### config.mk
export PLATFORM = sky130hd
export DESIGN_NAME = image_rom_arbiter
export DESIGN_NICKNAME = d
export VERILOG_FILES = /design/src/rtl/image_rom_arbiter.sv
export SDC_FILE = /design/constraint.sdc
export NUM_CORES = 1
export LEC_CHECK = 0
export CAP_MARGIN = 5
export CORE_UTILIZATION = 41
export DETAILED_ROUTE_END_ITERATION = 8
export PLACE_DENSITY_LB_ADDON = 0.3
export SYNTH_ARGS = -nofsm -noshare
export SYNTH_HDL_FRONTEND = slang
export SYNTH_SLANG_ARGS = --single-unit
### constraint.sdc
create_clock -name clk -period 1.7 [get_ports clk]
set_input_delay 0.425 -clock clk [delete_from_list [all_inputs] [get_ports clk]]
set_output_delay 0.425 -clock clk [all_outputs]
set_load 0.1 [all_outputs]
### src/rtl/image_rom_arbiter.sv
// image_rom_arbiter
// Round-robin sharing of one synchronous image ROM between two pixel
// requesters. Grants are combinational from the requests and the priority
// pointer. A {valid, id} shift pipeline follows each read through the ROM,
// so returned pixels are steered back to the requester that issued them.

module image_rom_arbiter #(
  parameter int ADDR_WIDTH  = 20,
  parameter int DATA_WIDTH  = 12,
  parameter int ROM_LATENCY = 1
) (
  input  logic                  clk,
  input  logic                  rst,
  input  logic                  req0,
  input  logic [ADDR_WIDTH-1:0] addr0,
  output logic                  gnt0,
  output logic [DATA_WIDTH-1:0] rdata0,
  output logic                  rvalid0,
  input  logic                  req1,
  input  logic [ADDR_WIDTH-1:0] addr1,
  output logic                  gnt1,
  output logic [DATA_WIDTH-1:0] rdata1,
  output logic                  rvalid1,
  output logic [ADDR_WIDTH-1:0] rom_address,
  input  logic [DATA_WIDTH-1:0] rom_rgb
);

  // One stage per cycle from the transfer edge until rom_rgb is valid.
  localparam int DEPTH = ROM_LATENCY + 1;

  logic                  gnt0_next;
  logic                  gnt1_next;
  logic                  transfer;
  logic                  winner_id;
  logic [ADDR_WIDTH-1:0] winner_addr;

  // Index of the most recent winner; the other requester wins a tie.
  logic                  last_reg;
  logic [ADDR_WIDTH-1:0] rom_address_reg;

  logic                  pipe_valid_reg [DEPTH];
  logic                  pipe_id_reg    [DEPTH];

  logic [DATA_WIDTH-1:0] rdata_reg  [2];
  logic                  rvalid_reg [2];

  logic                  tail_valid;
  logic                  tail_id;

  // Round-robin grant: single requester always wins, a tie goes to the
  // requester that is not last; nothing is granted during reset.
  always_comb begin
    gnt0_next = 1'b0;
    gnt1_next = 1'b0;
    if (!rst) begin
      if (req0 && (!req1 || last_reg)) begin
        gnt0_next = 1'b1;
      end else if (req1) begin
        gnt1_next = 1'b1;
      end
    end
  end

  assign transfer    = gnt0_next | gnt1_next;
  assign winner_id   = gnt1_next;
  assign winner_addr = gnt1_next ? addr1 : addr0;

  // Priority pointer and ROM address only move on an actual transfer.
  always_ff @(posedge clk) begin
    if (rst) begin
      last_reg        <= 1'b1;
      rom_address_reg <= '0;
    end else if (transfer) begin
      last_reg        <= winner_id;
      rom_address_reg <= winner_addr;
    end
  end

  // Owner-tracking shift pipeline; stage 0 captures the current transfer and
  // the tail lines up with the cycle in which rom_rgb carries that read.
  generate
    for (genvar gi = 0; gi < DEPTH; gi++) begin : g_pipe
      if (gi == 0) begin : g_head
        // Head stage: record whether a read was issued and by whom.
        always_ff @(posedge clk) begin
          if (rst) begin
            pipe_valid_reg[gi] <= 1'b0;
            pipe_id_reg[gi]    <= 1'b0;
          end else begin
            pipe_valid_reg[gi] <= transfer;
            pipe_id_reg[gi]    <= winner_id;
          end
        end
      end else begin : g_body
        // Body stage: plain shift, every cycle.
        always_ff @(posedge clk) begin
          if (rst) begin
            pipe_valid_reg[gi] <= 1'b0;
            pipe_id_reg[gi]    <= 1'b0;
          end else begin
            pipe_valid_reg[gi] <= pipe_valid_reg[gi-1];
            pipe_id_reg[gi]    <= pipe_id_reg[gi-1];
          end
        end
      end
    end
  endgenerate

  assign tail_valid = pipe_valid_reg[DEPTH-1];
  assign tail_id    = pipe_id_reg[DEPTH-1];

  // Return path: capture rom_rgb for the owning requester and strobe its
  // rvalid for one cycle; data holds between strobes.
  generate
    for (genvar gi = 0; gi < 2; gi++) begin : g_ret
      always_ff @(posedge clk) begin
        if (rst) begin
          rvalid_reg[gi] <= 1'b0;
          rdata_reg[gi]  <= '0;
        end else begin
          rvalid_reg[gi] <= tail_valid && (tail_id == 1'(gi));
          if (tail_valid && (tail_id == 1'(gi))) begin
            rdata_reg[gi] <= rom_rgb;
          end
        end
      end
    end
  endgenerate

  assign gnt0        = gnt0_next;
  assign gnt1        = gnt1_next;
  assign rom_address = rom_address_reg;
  assign rdata0      = rdata_reg[0];
  assign rdata1      = rdata_reg[1];
  assign rvalid0     = rvalid_reg[0];
  assign rvalid1     = rvalid_reg[1];

endmodule

# ---- After elaboration in Yosys (flattened, before gate mapping)
# Memories as Yosys holds them, arrays and structs flattened.
# Cells that the tools add are included.
dict set report totals {
  register_bits 21
  mem_bits_rw 30
  in_bits 56
  output_inout_bits 48
  wordCells 44
  mem_count 4
}
# name words word_bits read_ports rd_ports_with_merged_regs write_ports line
set mem_list {}
lappend mem_list {rdata_reg 2 12 2 0 2 44} ;# logic [DATA_WIDTH-1:0] rdata_reg [2];
lappend mem_list {pipe_id_reg 2 1 2 0 2 42} ;# logic pipe_id_reg [DEPTH];
lappend mem_list {pipe_valid_reg 2 1 2 0 2 41} ;# logic pipe_valid_reg [DEPTH];
lappend mem_list {rvalid_reg 2 1 2 0 2 45} ;# logic rvalid_reg [2];
dict set report op_classes {
  mux 23
  n_bitwise 10
  n_reduce_logical 5
}
# operator count
set ops {}
lappend ops {{two-way mux 12 bit} 2}
lappend ops {{two-way mux 1 bit} 20}
lappend ops {{two-way mux 20 bit} 1}
lappend ops {{bitwise OR 1 bit} 9}
lappend ops {{logical AND 1 bit} 3}
lappend ops {{logical NOT 1 bit} 1}
lappend ops {{logical OR 1 bit} 1}
lappend ops {{NOT 1 bit} 1}

# ---- Logic depth before layout (Yosys ltp)
# Gate-level depths: netlist (run 1).
dict set report logic_depth {
  word_depth 7
  ltp_mapped 4
  mapped_depth_nobuf 3
}

# ---- Least setup slack after synthesis (run 1)
# Ideal clock, no wire load.
dict set report synth_path {
  path_type {input to output}
  startpoint {input rst}
  endpoint {output gnt0}
  t_arrival_ns 1.648
  setup_slack_ns -0.373
  stages 4
  cell_sequence {buf_4 buf_2 a21oi_1 and2_1}
}
dict set report synth_via {
  elab_chain_cells 1
}
# item line
set synth_rtl {}
lappend synth_rtl {{from (decl)} 13} ;# input logic rst,
lappend synth_rtl {{two-way mux 1 bit} 55} ;# if (!rst) begin
lappend synth_rtl {{to (decl)} 16} ;# output logic gnt0,
# Every way passes these cells.

# ---- Worst setup path in the final report (run 1)
dict set report layout_path {
  startpoint {input req1}
  endpoint {output gnt0}
}
dict set report layout_via {
  elab_chain_cells 5
}
# item line
set layout_rtl {}
lappend layout_rtl {{from (decl)} 19} ;# input logic req1,
lappend layout_rtl {{logical NOT 1 bit} 56} ;# if (req0 && (!req1 || last_reg)) begin
lappend layout_rtl {{logical OR 1 bit} 56}
lappend layout_rtl {{logical AND 1 bit} 56}
lappend layout_rtl {{two-way mux 1 bit} 56}
lappend layout_rtl {{two-way mux 1 bit} 55}
# Every way passes these cells.

==> results of run 1 <==
[power by group]
part / switching, mW / internal (mW)
Combinational: 0.742 / 0.505
Sequential: 0.0786 / 1.37
Clock: 0.382 / 0.439
[layout by cell type, fill, tap and decap left out, types with 2 or more instances in the layout]
cell type and n:
a2111oi_2 19, dlygate4sd2_1 3, buf_12 52, and2_1 24
clkdlybuf4s50_1 52, dfxtp_1 27, nor3b_1 2, clkbuf_8 5
nor2b_1 2, a21o_1 2, a221o_1 20, buf_4 16
inv_1 22, edfxtp_1 24
[cell families (layout without fill, tap and decap cells)]
kind of cell,Yosys count,in the layout,synth area share
flip-flops,51,51,0.5760
AO/OA/AOI/OAI,44,44,0.2371
buffers and inverters,37,154,0.08571
AND/OR/NAND/NOR,35,35,0.1011
[cell type report]
type,count,area [um2]
Timing Repair Buffer,124,1719
Sequential cell,51,1261
Clock buffer,6,72.57
Inverter,22,82.58
Fill cell,348,1122
Tap cell,70,87.58
Multi-Input combinational cell,79,757.0
Clock inverter,2,37.54
[metal layers]
| layer | global-route usage | vias up | share of wire |
|---|---|---|---|
| met3 | 0.04953 | 12 | 0.066 |
| met1 | 0.2214 | 885 | 0.37 |
| met2 | 0.3994 | 72 | 0.54 |
| met5 | 0 | - | 0 |
| met4 | 0.07128 | 0 | 0.018 |
| li1 | - | 852 | - |
[worst paths after layout]
kind / from / end / slack (ns)
worst min register to register: pipe_id_reg[0] / pipe_id_reg[1] / 0.45
worst max register to register: last_reg / rom_address[4] / 0.30
worst max-delay path: req1 / gnt0 / 0.04
worst min-delay path: pipe_id_reg[0] / pipe_id_reg[1] / 0.45
[metrics by stage]
step	cells	utilization	hold WS, ns	TNS (ns)	power (mW)
final	354	0.7816	0.4541	0	3.512
after global routing	354	0.7816	0.4624	0	3.621
after CTS	354	0.7816	0.4550	0	3.538
after detailed placement	345	0.7575	0.4339	-8.235	2.720
after global placement	345	0.7575	0.4187	-5.521	2.702
after floorplan	167	-	0.4138	0	2.160
[critical path: cells and delay by family]
family	cells	cell delay (ns)
compound gates	1	0.16
buf+inv	2	0.47
simple gates	1	0.16
[timing repair]
item / in CTS / in global routing
endpoints found under the setup margin: 2 / 1
buffers inserted: 1 / 0
pin swaps: 0 / 1
gates resized for setup: 6 / 0
==> metrics.cfg, run 1 <==
[critical_path]
crit_required_ns=1.27
path_class=input port to output port
crit_slowest_cell=dlygate4sd2_1
startpoint_type=input port
cp-end-kind=output port
crit_path_max_fanout=6
crit_arrival_ns=1.23
r2r_cells=5
path_cells=dlygate4sd2_1 -> a21oi_2 -> and2_4 -> buf_12
slowest_delay_ns=0.31

[layout]
nets=339
antenna-diode-count=0
postLayoutCellArea_mm2=0.004018
drive_gt1_frac=0.3556
area_growth_pct=83.49
largest_reg_flops=24

[sta]
max_slew_margin=0.7466
slew_violations=0
grt_setup_unrepaired=no
min_period_ns=1.655
fin_skew_ns=0.004654
setup_viol=0
finalHoldViolCount=0
fin_ws_ns=0.04467
fin_crit_sh=0.9737
fmax_mhz=604.1
tightest_slew_ns=0.3706

[clock_network]
numCtsBuffers=5
cts_hold_buf=0
clockRootBuffer=clkbuf_8
path_clk_slew_ns=0.08
htree_levels=2
clockBufferDepth=2
insertion_delay_ns=0.30
tritoncts=built
cts_sinks=51

[synth]
synthFlopType=dfxtp_1
ys_warn_count=0
synth_top_area_frac=0.3291
syn_area_per_cell_um2=13.11
synth_cell_type_count=21
synth.most_common_cell=dfxtp_1
syn-cell-area_mm2=0.002190
synth_area_leader_cell=edfxtp_1
synthCells=167
synth_nets=223
yosysSeqAreaShare=0.5760
synth_common_cells=dfxtp_1 (27), and2_1 (25), edfxtp_1 (24)
ys_ff_latch=51
synth_area_leaders=edfxtp_1 (33%), dfxtp_1 (25%), a2111oi_2 (13%)
synth_edf_count=24
ys_async_sr_fraction=0

[power]
max-vdd-ir-drop_mv=0.5273
p_per_area_mw_per_mm2=874.2
leakage_nw=1.617

[min_path]
hold_depth=1
worstHoldPathType=flip-flop to flip-flop

[detailed_routing]
avgRoutedWirePerCell_um=16.00
vias_per_cell=5.144
drt.antenna.violating_nets=0
vias=1821
totalWireLength_um=5664
first_pass_iters=4
drc=0
drtIter0Drc=73

[floorplanning]
start_util=0.4260
core-area_mm2=0.005140
chipHeight_um=75.08
io_pins=104
die_area_mm2=0.005637
rows=26
die_w_um=75.08

[status]
status=finished, final reports clean

[global_routing]
grt_max_degree=18
globalRouteOverflowTotal=0
grt_pass1_vias=1848
grt_use_total=0.2083
grt_first_pass_wirelength_um=8597
antenna_found_initial=0

[placement]
dpl_worst_slack_ns=-0.2293
post-dp-hpwl_um=4378
gp_congestion=0.7051
io_buffers=103
placed_area_mm2=0.003894

[job]
maxCapViolCount=0

Note: power is estimated with default switching activity, not from simulation.
==> run 2, diff against run 1 <==
CAP_MARGIN = 20   (was 5)
CORE_UTILIZATION = 42   (was 41)
CTS_BUF_LIST = sky130_fd_sc_hd__clkbuf_2 sky130_fd_sc_hd__clkbuf_4 sky130_fd_sc_hd__clkbuf_8   (was not set)
==> run 2 against run 1 <==
Clock power is 4.8% higher. Register-to-register slack gained 0.07 ns. Setup slack worse by 0.0066 ns. Routed wire length fell by 1.0%. Final area down 1.0%. Clock-buffer cell count fell by 1. Flip-flop and latch count is the same. Largest power group unchanged.
==> metrics.cfg, run 2 (synthesis results as in run 1) <==
[status]
status=finished, final reports clean

[sta]
tightest_slew_ns=0.5687
fin_crit_sh=0.9776
min_period_ns=1.662
whs_ns=0.4419
slew_violations=0
max_slew_margin=0.6188
fmax_mhz=601.7
setup_viol=0
finalHoldViolCount=0
fin_skew_ns=0.006118
setup_tns_ns=0

[clock_network]
cts_sinks=51
htree_levels=2
tritoncts=built
path_clk_slew_ns=0.10
cts_hold_buf=0
clockBufferDepth=2
clockRootBuffer=clkbuf_8
numCtsBuffers=5
insertion_delay_ns=0.31

[floorplanning]
chipHeight_um=74.21
core-area_mm2=0.004880
start_util=0.4487
die_area_mm2=0.005506
rows=25
die_w_um=74.21
io_pins=104

[layout]
area_growth_pct=81.66
drive_gt1_frac=0.3630
final_util=0.8151
nets=336
largest_reg_flops=24
final_common_cell=clkdlybuf4s50_1
antenna-diode-count=0
final_cell_mix=clkdlybuf4s50_1 (52), buf_12 (50), dfxtp_1 (26)
final_cell_count_no_fill=348

[placement]
post-dp-hpwl_um=4389
dp.cells=341
io_buffers=103
gp_congestion=0.8028

[min_path]
worstHoldPathType=flip-flop to flip-flop
min_from=pipe_valid_reg[0]

[critical_path]
cp-startpoint=req1
startpoint_type=input port
crit_arrival_ns=1.24
path_class=input port to output port
r2r_start=last_reg
slowest_delay_ns=0.30
path_cells=dlygate4sd2_1 -> a21oi_2 -> and2_4 -> buf_12
crit_slowest_cell=dlygate4sd2_1
crit_family=buffers and inverters
crit_buf_inv=2
crit_required_ns=1.27
crit_path_max_fanout=6
cp-end-kind=output port

[global_routing]
grt_first_pass_wirelength_um=8914
grt_use_total=0.2200
grt_pass1_vias=1805
antenna_found_initial=0
globalRouteOverflowTotal=0
grt_max_degree=21

[power]
max-vdd-ir-drop_mv=0.4828
power_mw=3.546
p_int_mw=2.302
swShare=0.3507
p_per_area_mw_per_mm2=891.5
combPwrFrac=0.349
leakage_nw=1.600
p_sw_mw=1.243
seqPwrFrac=0.409
clkPwrFrac=0.243

[detailed_routing]
drtIter0Drc=76
drc=0
vias_per_cell=5.207
avgRoutedWirePerCell_um=16.11
drt.antenna.violating_nets=0
totalWireLength_um=5605
first_pass_iters=4
vias=1812

[job]
maxCapViolCount=0

==> run 2: cell types whose count changed in the layout (fill, tap and decap cells not counted), sizes merged <==
cell           before  now
buf                69   66
dlygate4sd2         3    2
clkinvlp            1    0
clkdlybuf4s15       0    1
clkbuf              6    5
clkinv              0    2
==> run 2: path summary, 6_finish.rpt <==
kind                            depth (start not counted)  slack (ns)                end
worst min register to register                          1        0.44  pipe_valid_reg[1]
worst min-delay path                                    1        0.44  pipe_valid_reg[1]
worst max-delay path                                    4        0.04               gnt0
worst max register to register                          4        0.37    rom_address[15]
==> run 2: power groups by stage <==
| stage | Sequential, mW | Combinational (mW) | Clock, mW |
|---|---|---|---|
| floorplan | 1.96 | 0.199 | 0 |
| global placement | 1.47 | 1.22 | 0 |
| detailed placement | 1.47 | 1.24 | 0 |
| CTS | 1.45 | 1.24 | 0.866 |
| global route | 1.46 | 1.28 | 0.914 |
| finish | 1.45 | 1.24 | 0.860 |
==> run 2: routing by layer <==
layer  GRT usage  share of wire  vias to the layer above
met5           0              0                        -
met4     0.07265          0.015                        0
met3     0.05556          0.065                        8
met2      0.3980           0.53                       86
met1      0.2526           0.39                      871
li1            -              -                      847
==> run 2: worst reg2reg max path: cells and delay by family, from the launching register on <==
kind                   cells  cell delay (ns)
buffers and inverters      1             0.21
DFF                        1             0.37
AOI/OAI and AO/OA          1             0.38
and+or+nand+nor            2             0.27
==> run 2: layout make-up <==
type / count / area [um2]
clock buffer: 5 / 68.82
clock inverter: 3 / 43.79
fill: 279 / 902.1
inverter: 22 / 82.58
multi-input combinational: 79 / 762.0
sequential: 51 / 1262
tap: 67 / 83.83
timing repair buffer: 121 / 1674
==> run 2: through the flow <==
stage	instance area, um2	worst slack (ns)
6_report	3978	0.03804
5_1_grt	3978	-0.01909
4_1_cts	3978	0.01136
3_5_place_dp	3861	-0.3496
3_3_place_gp	3850	-0.5081
2_1_floorplan	2192	0.03813
==> run 2: repair_timing <==
action | CTS | global route
hold endpoints to repair | 0 | 0
endpoints found under the setup margin | 7 | 2
setup buffers | 0 | 1
pin swaps | 0 | 2
gates resized for setup | 9 | 1
==> run 3, diff against run 2 <==
PLACE_DENSITY = 0.88   (was not set)
PLACE_DENSITY_LB_ADDON = not set   (was 0.3)
==> run 3 against run 2 <==
Hold slack better by 0.00095 ns. Combinational power about the same. Global-route usage down 1.4 points. Critical endpoint is now gnt1. First-iteration DRC count up 36%. Setup slack better by 0.00055 ns. Clock power down 15%. Final area down 0.57%. Critical path type unchanged. Via count down 3.3%. Sequential share of layout area up 0.18 points. Power down 3.8%. Utilization down 0.46 points. Routed wire length down 4.2%.
==> metrics.cfg, run 3 (synthesis results as in run 1) <==
[floorplanning]
rows=25
chipHeight_um=74.21
io_pins=104
core-area_mm2=0.004880
die_w_um=74.21
start_util=0.4487
die_area_mm2=0.005506

[layout]
final_util=0.8105
final_cell_mix=clkdlybuf4s50_1 (52), buf_12 (51), dfxtp_1 (26)
drive_gt1_frac=0.3513
area_growth_pct=80.63
regArea_mm2=0.001262
nets=334
largest_reg_flops=24
final_common_cell=clkdlybuf4s50_1
nFillCells=287
multiInputGateArea_um2=757.0
antenna-diode-count=0

[sta]
max_slew_margin=0.6479
tightest_slew_ns=0.5252
min_period_ns=1.661
slew_violations=0
fin_skew_ns=0.006873
setup_tns_ns=0
fin_crit_sh=0.9773
fmax_mhz=601.9
grt_setup_unrepaired=no
finalHoldViolCount=0
setup_viol=0

[min_path]
worstHoldPathType=flip-flop to flip-flop

[clock_network]
insertion_delay_ns=0.29
numCtsBuffers=5
clockRootBuffer=clkbuf_8
cts_sinks=51
path_clk_slew_ns=0.09
htree_levels=2
cts_hold_buf=0
tritoncts=built
clockBufferDepth=2

[critical_path]
crit_buf_inv=2
startpoint_type=input port
crit_required_ns=1.27
path_class=input port to output port
crit_slowest_cell=and3b_4
slowest_delay_ns=0.35
crit_arrival_ns=1.24
path_cells=dlygate4sd2_1 -> and3b_4 -> buf_12
crit_path_max_fanout=4
crit_family=buffers and inverters
cp-end-kind=output port

[power]
power_mw=3.411
p_per_area_mw_per_mm2=862.4
leakage_nw=1.583
max-vdd-ir-drop_mv=0.5072

[placement]
post-dp-hpwl_um=4107
gp_congestion=0.7689
io_buffers=103

[detailed_routing]
drtIter0Drc=103
totalWireLength_um=5367
drt.antenna.violating_nets=0
first_pass_iters=4
vias=1753
vias_per_cell=5.066
avgRoutedWirePerCell_um=15.51
drc=0

[job]
maxCapViolCount=0

[global_routing]
globalRouteOverflowTotal=0
grt_use_total=0.2058
antenna_found_initial=0
grt_pass1_vias=1756
grt_first_pass_wirelength_um=8562
grt_max_degree=29

[status]
status=finished, final reports clean

==> run 3: cell count changes in the layout (fill, tap and decap cells not counted), sizes merged <==
cell and delta:
buf -2, clkinv -1, bufinv -1, clkbuf +1, clkinvlp +1
==> run 3: what timing repair did <==
item	in CTS	in global routing
resized for setup	5	2
pin swaps	0	1
setup buffers	1	0
setup endpoints to repair	27	2
==> run 3: stage by stage <==
step	area [um2]	hold slack [ns]	setup slack (ns)	instances
after global routing	3955	0.4569	0.006302	346
after detailed placement	3851	0.4269	-0.4216	338
after CTS	3953	0.4483	0.03657	346
after global placement	3840	0.4174	-0.5252	337
after floorplan	2192	0.4138	0.03813	167
final	3955	0.4429	0.03859	346
==> run 3: final cells by class <==
class,instances,area share
clock buffer,6,0.02088
clock inverter,2,0.004113
inverter,22,0.02088
multi-input combinational,79,0.1914
sequential,51,0.3192
tap,67,0.02120
timing repair buffer,119,0.4223
==> run 3: per-layer routing <==
metal  vias to the layer above  routed length (um)  global-route usage
met3                         6                 323             0.04743
met4                         0                  57             0.05556
met1                       822                2205              0.2500
met2                        80                2781              0.3657
met5                         -                   0                   0
li1                        845                   -                   -
==> run 3: final timing paths <==
path / to / cells past startpoint / slack (ns) / start
max: gnt1 / 3 / 0.04 / rst
min reg2reg: pipe_id_reg[1] / 1 / 0.44 / pipe_id_reg[0]
max reg2reg: rom_address[4] / 5 / 0.28 / last_reg
min: pipe_id_reg[1] / 1 / 0.44 / pipe_id_reg[0]
==> run 3: report_power, final <==
part / total [mW] / internal, mW / leakage (nW) / switching [mW]
Combinational: 1.23 / 0.495 / 1.06 / 0.739
Clock: 0.731 / 0.333 / 0.0474 / 0.398
Sequential: 1.45 / 1.37 / 0.474 / 0.0793
